==> src/rtl/lbc_pkg.sv <==
// Shared constants, FSM state type and fill-counter width for the line buffer controller.
package lbc_pkg;
  localparam int NUM_LB   = 4;
  localparam int WIN_ROWS = 3;

  typedef enum logic {IDLE, READ} state_t;

  // Fill must be able to represent every buffer completely full.
  function automatic int fill_width(input int line_w);
    return $clog2(NUM_LB * line_w + 1);
  endfunction
endpackage

==> src/rtl/lbc_win_mux.sv <==
// Rotates the four buffer triples so that buffer rd_sel lands on the top row.
// Purely combinational; the caller registers the result.
module lbc_win_mux import lbc_pkg::*; #(
  parameter int DATA_W = 8
) (
  input  logic [1:0]                             rd_sel,
  input  logic [NUM_LB*WIN_ROWS*DATA_W-1:0]      lb_rd_data,
  output logic [WIN_ROWS*WIN_ROWS*DATA_W-1:0]    window
);
  localparam int TW = WIN_ROWS * DATA_W;

  logic [1:0] idx;

  always_comb begin
    window = '0;
    idx    = '0;
    for (int r = 0; r < WIN_ROWS; r++) begin
      idx = rd_sel + 2'(r);
      // Row 0 (top) occupies the most significant triple.
      window[(WIN_ROWS-1-r)*TW +: TW] = lb_rd_data[idx*TW +: TW];
    end
  end
endmodule

==> src/rtl/line_buffer_ctrl.sv <==
// Round-robin writer / 3-row reader over four line buffers; window valid 1 cycle after rd_en.
// o_ready drops when all four lines are held; LBC_LINE_COUNT_EN adds the o_line_cnt output.
module line_buffer_ctrl import lbc_pkg::*; #(
  parameter int LINE_W = 256,
  parameter int DATA_W = 8
) (
  input  logic                               i_clk,
  input  logic                               i_rst_n,
  input  logic [DATA_W-1:0]                  i_pixel_data,
  input  logic                               i_pixel_valid,
  output logic                               o_ready,
  output logic [DATA_W-1:0]                  o_lb_wr_data,
  output logic [NUM_LB-1:0]                  o_lb_wr_valid,
  output logic [NUM_LB-1:0]                  o_lb_rd_en,
  input  logic [NUM_LB*WIN_ROWS*DATA_W-1:0]  i_lb_rd_data,
  output logic [9*DATA_W-1:0]                o_pixel_data,
  output logic                               o_pixel_valid,
  output logic                               o_intr,
  output logic                               o_overflow
`ifdef LBC_LINE_COUNT_EN
  ,
  output logic [15:0]                        o_line_cnt
`endif
);
  localparam int CNT_W  = $clog2(LINE_W);
  localparam int FILL_W = fill_width(LINE_W);
  localparam logic [FILL_W-1:0] FULL   = FILL_W'(NUM_LB * LINE_W);
  localparam logic [FILL_W-1:0] THRESH = FILL_W'(WIN_ROWS * LINE_W);
  localparam logic [CNT_W-1:0]  LAST   = CNT_W'(LINE_W - 1);

  state_t                    state;
  logic [CNT_W-1:0]          wr_cnt;
  logic [CNT_W-1:0]          rd_cnt;
  logic [1:0]                wr_sel;
  logic [1:0]                rd_sel;
  logic [FILL_W-1:0]         fill;
  logic [FILL_W-1:0]         fill_nxt;
  logic                      accept;
  logic                      rd_cycle;
  logic [9*DATA_W-1:0]       window;

  assign o_ready       = (fill < FULL);
  assign accept        = i_pixel_valid & o_ready;
  assign rd_cycle      = (state == READ);
  assign o_lb_wr_data  = i_pixel_data;
  assign o_lb_wr_valid = accept ? (NUM_LB'(1) << wr_sel) : '0;

  always_comb begin
    o_lb_rd_en = '0;
    if (rd_cycle) begin
      for (int r = 0; r < WIN_ROWS; r++) begin
        o_lb_rd_en[rd_sel + 2'(r)] = 1'b1;
      end
    end
  end

  // A read cycle retires one pixel of the top line only.
  always_comb begin
    fill_nxt = fill;
    case ({accept, rd_cycle})
      2'b10:   fill_nxt = fill + FILL_W'(1);
      2'b01:   fill_nxt = fill - FILL_W'(1);
      default: fill_nxt = fill;
    endcase
  end

  lbc_win_mux #(.DATA_W(DATA_W)) u_win_mux (
    .rd_sel     (rd_sel),
    .lb_rd_data (i_lb_rd_data),
    .window     (window)
  );

  always_ff @(posedge i_clk or negedge i_rst_n) begin
    if (!i_rst_n) begin
      wr_cnt     <= '0;
      wr_sel     <= '0;
      fill       <= '0;
      o_overflow <= 1'b0;
    end else begin
      fill <= fill_nxt;
      if (i_pixel_valid && !o_ready) begin
        o_overflow <= 1'b1;
      end
      if (accept) begin
        if (wr_cnt == LAST) begin
          wr_cnt <= '0;
          wr_sel <= wr_sel + 2'd1;
        end else begin
          wr_cnt <= wr_cnt + CNT_W'(1);
        end
      end
    end
  end

  // Deciding on fill_nxt lets READ start the cycle after the third line completes.
  always_ff @(posedge i_clk or negedge i_rst_n) begin
    if (!i_rst_n) begin
      state         <= IDLE;
      rd_cnt        <= '0;
      rd_sel        <= '0;
      o_pixel_data  <= '0;
      o_pixel_valid <= 1'b0;
      o_intr        <= 1'b0;
    end else begin
      o_pixel_valid <= rd_cycle;
      o_intr        <= rd_cycle && (rd_cnt == LAST);
      if (rd_cycle) begin
        o_pixel_data <= window;
      end
      case (state)
        IDLE: begin
          if (fill_nxt >= THRESH) begin
            state <= READ;
          end
        end
        READ: begin
          if (rd_cnt == LAST) begin
            state  <= IDLE;
            rd_cnt <= '0;
            rd_sel <= rd_sel + 2'd1;
          end else begin
            rd_cnt <= rd_cnt + CNT_W'(1);
          end
        end
        default: state <= IDLE;
      endcase
    end
  end

`ifdef LBC_LINE_COUNT_EN
  logic [15:0] line_cnt;

  always_ff @(posedge i_clk or negedge i_rst_n) begin
    if (!i_rst_n) begin
      line_cnt <= '0;
    end else if (rd_cycle && (rd_cnt == LAST)) begin
      line_cnt <= line_cnt + 16'd1;
    end
  end

  assign o_line_cnt = line_cnt;
`endif
endmodule

==> config.mk <==
export PLATFORM = sky130hd
export DESIGN_NAME = line_buffer_ctrl
export DESIGN_NICKNAME = d
export VERILOG_FILES = /design/src/rtl/lbc_pkg.sv /design/src/rtl/lbc_win_mux.sv /design/src/rtl/line_buffer_ctrl.sv
export SDC_FILE = /design/constraint.sdc
export NUM_CORES = 1
export LEC_CHECK = 0
export ABC_AREA = 1
export ABC_CLOCK_PERIOD_IN_PS = 7100
export BUFFER_PORTS_ARGS = -buffer_cell sky130_fd_sc_hd__buf_2
export CAP_MARGIN = 30
export CORE_MARGIN = 8
export CORE_UTILIZATION = 35
export CTS_CLUSTER_DIAMETER = 40
export DETAILED_ROUTE_END_ITERATION = 10
export SKIP_CTS_REPAIR_TIMING = 1
export SYNTH_ARGS = -nofsm -noshare
export SYNTH_HDL_FRONTEND = slang
export SYNTH_SLANG_ARGS = --single-unit
==> constraint.sdc <==
create_clock -name i_clk -period 7.1 [get_ports i_clk]
set_input_delay 1.42 -clock i_clk [delete_from_list [all_inputs] [get_ports i_clk]]
set_output_delay 1.42 -clock i_clk [all_outputs]
set_load 0.01 [all_outputs]
# == Word-level counts from Yosys, hierarchy flattened ==
# Index checks and enable logic that the tools add are counted.
# totals
register_bits,107
latchBits,0
ram_bits,0
mem_bits_ro,0
input_bits,107
out_inout_bits,92
wordCells,62
mem_count,0
# classes
addsub,7
n_mul,3
div_mod_pow,0
order_cmp,8
n_eq_ne,4
shifts,4
n_mux,14
n_bitwise,4
n_reduce_logical,8
# op_table
operator,count
$shiftx 96x8->24,3
$pmux 11 s2,1
$add 8x1->8 const B,2
$eq 8x8->1 const B,2
$mux 8,2
$mul 2x2->4 const B,3
$add 11x1->11 const B,1
$ge 11x10->1 const B,1
$lt 11x11->1 const B,1
$sub 11x1->11 const B,1
$lt 2x3->1 const B,3
$mux 4,2
$or 4x4->4,2
$demux 1 s2,3
$ge 2x1->1 const B,3
$logic_and 1x1->1,5
$mux 1,5
$add 2x1->2 const B,2
$reduce_and 2->1,2
$shl 1x2->4 const A,1
$add 2x2->2 const B,1
$eq 2x1->1 const B,1
$eq 2x2->1 const B,1
$pmux 1 s2,1
other kinds (3),3

# == Depth between registers and ports, before layout ==
# logic_depth
ltp_word,8
mapped_depth,19
ltp_nobuf,18

# == Modules after synthesis ==
# Synthesis repeated with hierarchy kept, for this count alone.
# unflattened
hier_cells,1210
area_unflattened_um2,7455.9
# by_module_without_submodules
mod,instances,cells_per_inst,area_per_inst_um2,seq_area_each_um2
line_buffer_ctrl,1,618,5022.3,2677.6
lbc_win_mux,1,592,2433.6,0.0

# == Least setup slack after synthesis ==
# OpenSTA, ideal clock, no wires.
# synth_timing
path_type,input port to output port
from,input port i_pixel_valid
to,output port o_lb_wr_valid[0]
arrival_ns,1.763
required_time_ns,5.680
path_slack_ns,3.917
path_stages,2
path_buffers,0
path_cell_list,nand2_1 -> nor2_1
# synth_via
elab_chain_cells,2
# synth_lines
item,line_no,rtl
start: declaration,line_buffer_ctrl.sv:10,"input logic i_pixel_valid,"
$and 1x1->1,line_buffer_ctrl.sv:43,assign accept = i_pixel_valid & o_ready;
$mux 4,line_buffer_ctrl.sv:46,assign o_lb_wr_valid = accept ? (NUM_LB'(1) << wr_sel) : '0;
end: declaration,line_buffer_ctrl.sv:13,"output logic [NUM_LB-1:0] o_lb_wr_valid,"
# No other way between the ends.

# == Worst setup path in the final report ==
# layout_timing
from,register rd_sel[0]
to,output port o_lb_rd_en[1]
# layout_via
elab_chain_cells,8
elab_cells_between_ends,20
cone_classes,2 x add/sub; 6 x order compare; 7 x mux; 2 x bitwise; 3 x reduce/logical
# layout_lines
item,line_no,rtl
start: declaration,line_buffer_ctrl.sv:35,logic [1:0] rd_sel;
start signal: assignment,line_buffer_ctrl.sv:120,rd_sel <= rd_sel + 2'd1;
$add 2x1->2,line_buffer_ctrl.sv:52,o_lb_rd_en[rd_sel + 2'(r)] = 1'b1;
$lt 2x3->1 (implied by the code) or $ge 2x1->1 (tied branches),line_buffer_ctrl.sv:52,
$logic_and 1x1->1 (implied by the code),line_buffer_ctrl.sv:52,
$mux 1 (implied by the code),line_buffer_ctrl.sv:52,
$demux 1 s2,line_buffer_ctrl.sv:52,
$or 4x4->4 (no source line),--,
$or 4x4->4 (no source line) (*),--,
$mux 4 (*),line_buffer_ctrl.sv:50,if (rd_cycle) begin
end: declaration,line_buffer_ctrl.sv:14,"output logic [NUM_LB-1:0] o_lb_rd_en,"
# Mark *: on every way between the ends. The rest lies on a longest branch, timed or not.

==> results.md <==
* Status: finished, final reports clean
* Crit-path leading delay family: buffers and inverters
* WP buf/inv at 4
* Slowest stage delay, CP at around 0.7 ns
* Synth Area in Adders at 2.46%
* Final core utilization at between 40% and 50%
* GR Overflow Total at 0
* Critical path peak fanout at about 100
* Post-Place Cells at 1224
* Largest net degree at the start of global routing at between 100 and 150
* Arrival time at the worst endpoint at between 2 and 3 ns
* Initial Utilization at a little over a third
* Final wirelength at between 15000 and 20000 µm
* Most frequent cells in the layout: buf_2 (181), nand2_1 (149), o21ai_0 (127)
* Residual DRC at 0
* Fin crit share at about three fifths
* Initial antenna violation count at 4
* Crit start category: register
* Post-synthesis mux area share at less than 1%
* Max_cap viols at 0
* Max Transition Viols Final at 0
* Gpl congestion at between 0.8 and 0.9
* Static Leak at about 3.8 nW
* Post-layout instance area at just under 8000 µm²
* GRT met3 Usage at approximately 6.7%
* Core Rows at 50
* YS warnings at 0
* Final WS setup at ~2.8 ns
* Clock buffer depth at 2
* Slew headroom at 34.8%
* CP endpoint kind: output port
* Final TNS setup at 0 ns
* Fin nets at roughly 1100
* Met2 usage at a little over a quarter
* Via count at 6224
* Register Area at 2680 µm²
* Most frequent CP cell: buf_4
* CTS H-tree depth at 3
* Initial detailed-routing violation count at roughly 240
* Largest family of logic cells by synthesized area: compound AO/OA/AOI/OAI gates
* Die W at 153 µm
* Power, Total at a little over 2 mW
* Port bufs at around 180
* #FFs+latches synth at 107
* Share of cells above drive strength 1 at around a quarter
* Avg Vias per Cell at around 5
* Vert. Die Dim at about 150 µm
* CTS sink cnt at between 100 and 150
* Post-route ant nets at 0
* Multi-input logic area at roughly 3300 µm²
* Area grow syn2layout at 19.5%
* Hold Vio Cnt, Final at 0
* Post-place setup slack at 3.17 ns
* Max VDD drop at approximately 0.13 mV
* CTS tree: built
* Worst-Skew Late Latency at ~0.36 ns
* CP max-delay cell: buf_4
* Final setup violation count at 0
* Synth cell types at 40
* Pre-antenna DRT Iters at 4
* GR peak layer: met2
* Root Driver: clkbuf_16
* Synth Area in XOR/XNOR at under 10%
* Synth Area in Simple Gates at roughly 20%
* Worst path cell trace: buf_4 > inv_2 > buf_4 > ha_1 > nor2_1 > buf_2
* Compound-Gate Fraction of Synth Area at 24.7%
* Core area at between 15000 and 20000 µm²
* Sequential share of the synthesized area at 40.6%
* Max Freq at between 0.2 and 0.25 GHz
* Mapped Area at ~6600 µm²
* Fillers at about 2000
* Clk_skew at 0.0147 ns
* DP Wirelength at 13600 µm
* Cells after Synth at ~870
* CP required at ~5.7 ns
* Vias in the first global route at just over 6000
* M1 GR Usage at 19.0%
* Total Routing Usage GR at 16.1%
* WHS at approximately 0.45 ns
* Crit path kind: register to output port
* RSZ-0062 raised after global routing: no
* Final cell count without fillers at ~1200
* Cts bufs inserted at 9
* Pwr/cell area at ~260 nW/µm²
* Die area at between 20000 and 25000 µm²
* Routed WL per cell at roughly 15 µm
* Worst Max-Slew Pin Slew at slightly below 1 ns
* Placed Area at between 7000 and 8000 µm²
* Avg Cell Area, Syn at between 7 and 8 µm²
* Hold WC Path Type: register to register
* Most common library cell in the layout ignoring fill and taps: buf_2
* Synth Net Count at 987
* First-pass GRT wire length at approximately 31000 µm
* Min Tclk post-route at about 4.3 ns
* Clk pin slew, worst setup/hold paths at about 0.08 ns
* IO Count at a little under 200
==> final timing paths <==
kind	from	end	slack, ns	depth (start not counted)
setup / recovery	rd_sel[0]$_DFFE_PN0P_	o_lb_rd_en[1]	2.84	6
hold / removal	o_overflow$_DFFE_PN0P_	o_overflow$_DFFE_PN0P_	0.45	1
setup reg to reg	rd_sel[0]$_DFFE_PN0P_	o_pixel_data[34]$_DFFE_PN0P_	3.85	5
hold reg to reg	o_overflow$_DFFE_PN0P_	o_overflow$_DFFE_PN0P_	0.45	1
max in group asynchronous	i_rst_n	rd_cycle$_DFF_PN0_	4.73	2
min in group asynchronous	i_rst_n	wr_cnt[6]$_DFFE_PN0P_	1.13	1
==> flip-flops by register name, summed over array words and instances, names as in the netlist <==
signal,flops
wr_cnt,8
rd_sel,2
o_intr,1
fill,11
rd_cycle,1
wr_sel,2
o_pixel_valid,1
o_pixel_data,72
o_overflow,1
rd_cnt,8
==> report_power, final <==
group | internal (mW) | switching, mW
registers | 0.714 | 0.0905
logic | 0.282 | 0.451
clock network | 0.248 | 0.251
total | 1.24 | 0.792
==> worst reg2reg max path: cells and delay by family (launching register included) <==
kind | cells | cell delay [ns]
buf+inv | 2 | 1.23
flops | 1 | 0.34
compound gates | 2 | 0.46
fa+ha+maj | 1 | 1.15
==> layout make-up <==
cell class / count / share of cell area [%]
repair buffers: 190 / 12.6
well taps: 234 / 3.71
diodes: 1 / 0.0317
clock inverters: 6 / 0.746
flip-flops and latches: 107 / 34.0
clock buffers: 10 / 2.90
multi-input cells: 598 / 41.4
inverters: 96 / 4.62
==> synth_stat cells, drive strengths merged <==
library cell / n / area share (%)
inv: 95 / 5.4
o22ai: 3 / 0.28
nand2: 156 / 9.2
o21a: 1 / 0.11
or2: 2 / 0.19
nand3: 18 / 1.8
nor2: 116 / 7.8
o211ai: 23 / 2.6
a31oi: 27 / 2.6
dfrtp: 107 / 41
xor2: 7 / 0.93
a21o: 1 / 0.11
a21boi: 1 / 0.17
clkinv: 1 / 0.076
o21ai: 130 / 9.9
xnor2: 6 / 0.80
nand4: 4 / 0.38
nor4: 1 / 0.32
clkbuf: 44 / 2.5
mux2i: 2 / 0.30
nor3b: 1 / 0.11
o22a: 48 / 6.4
nor3: 5 / 0.38
a21oi: 33 / 2.6
buf: 22 / 2.0
ha: 13 / 2.5
==> routing by layer <==
layer  vias to the layer above  share of wire [%]  wire [µm]
met2                       146                 46       8690
li1                       3150                  -          -
met1                      2907                 45       8490
met4                         6               0.93        176
met5                         -               0.16         30
met3                        15                7.9       1490
==> cells by family (layout without fill, tap and decap cells) <==
group / after synthesis / in the layout
muxes: 2 / 2
DFF: 107 / 107
adders and majority gates: 13 / 13
and+or+nand+nor: 303 / 303
other: 0 / 1
xor gates and xnor gates: 13 / 13
AOI/OAI and AO/OA: 267 / 267
buffers and inverters: 162 / 302
Note: power is estimated with default switching activity, not from simulation.
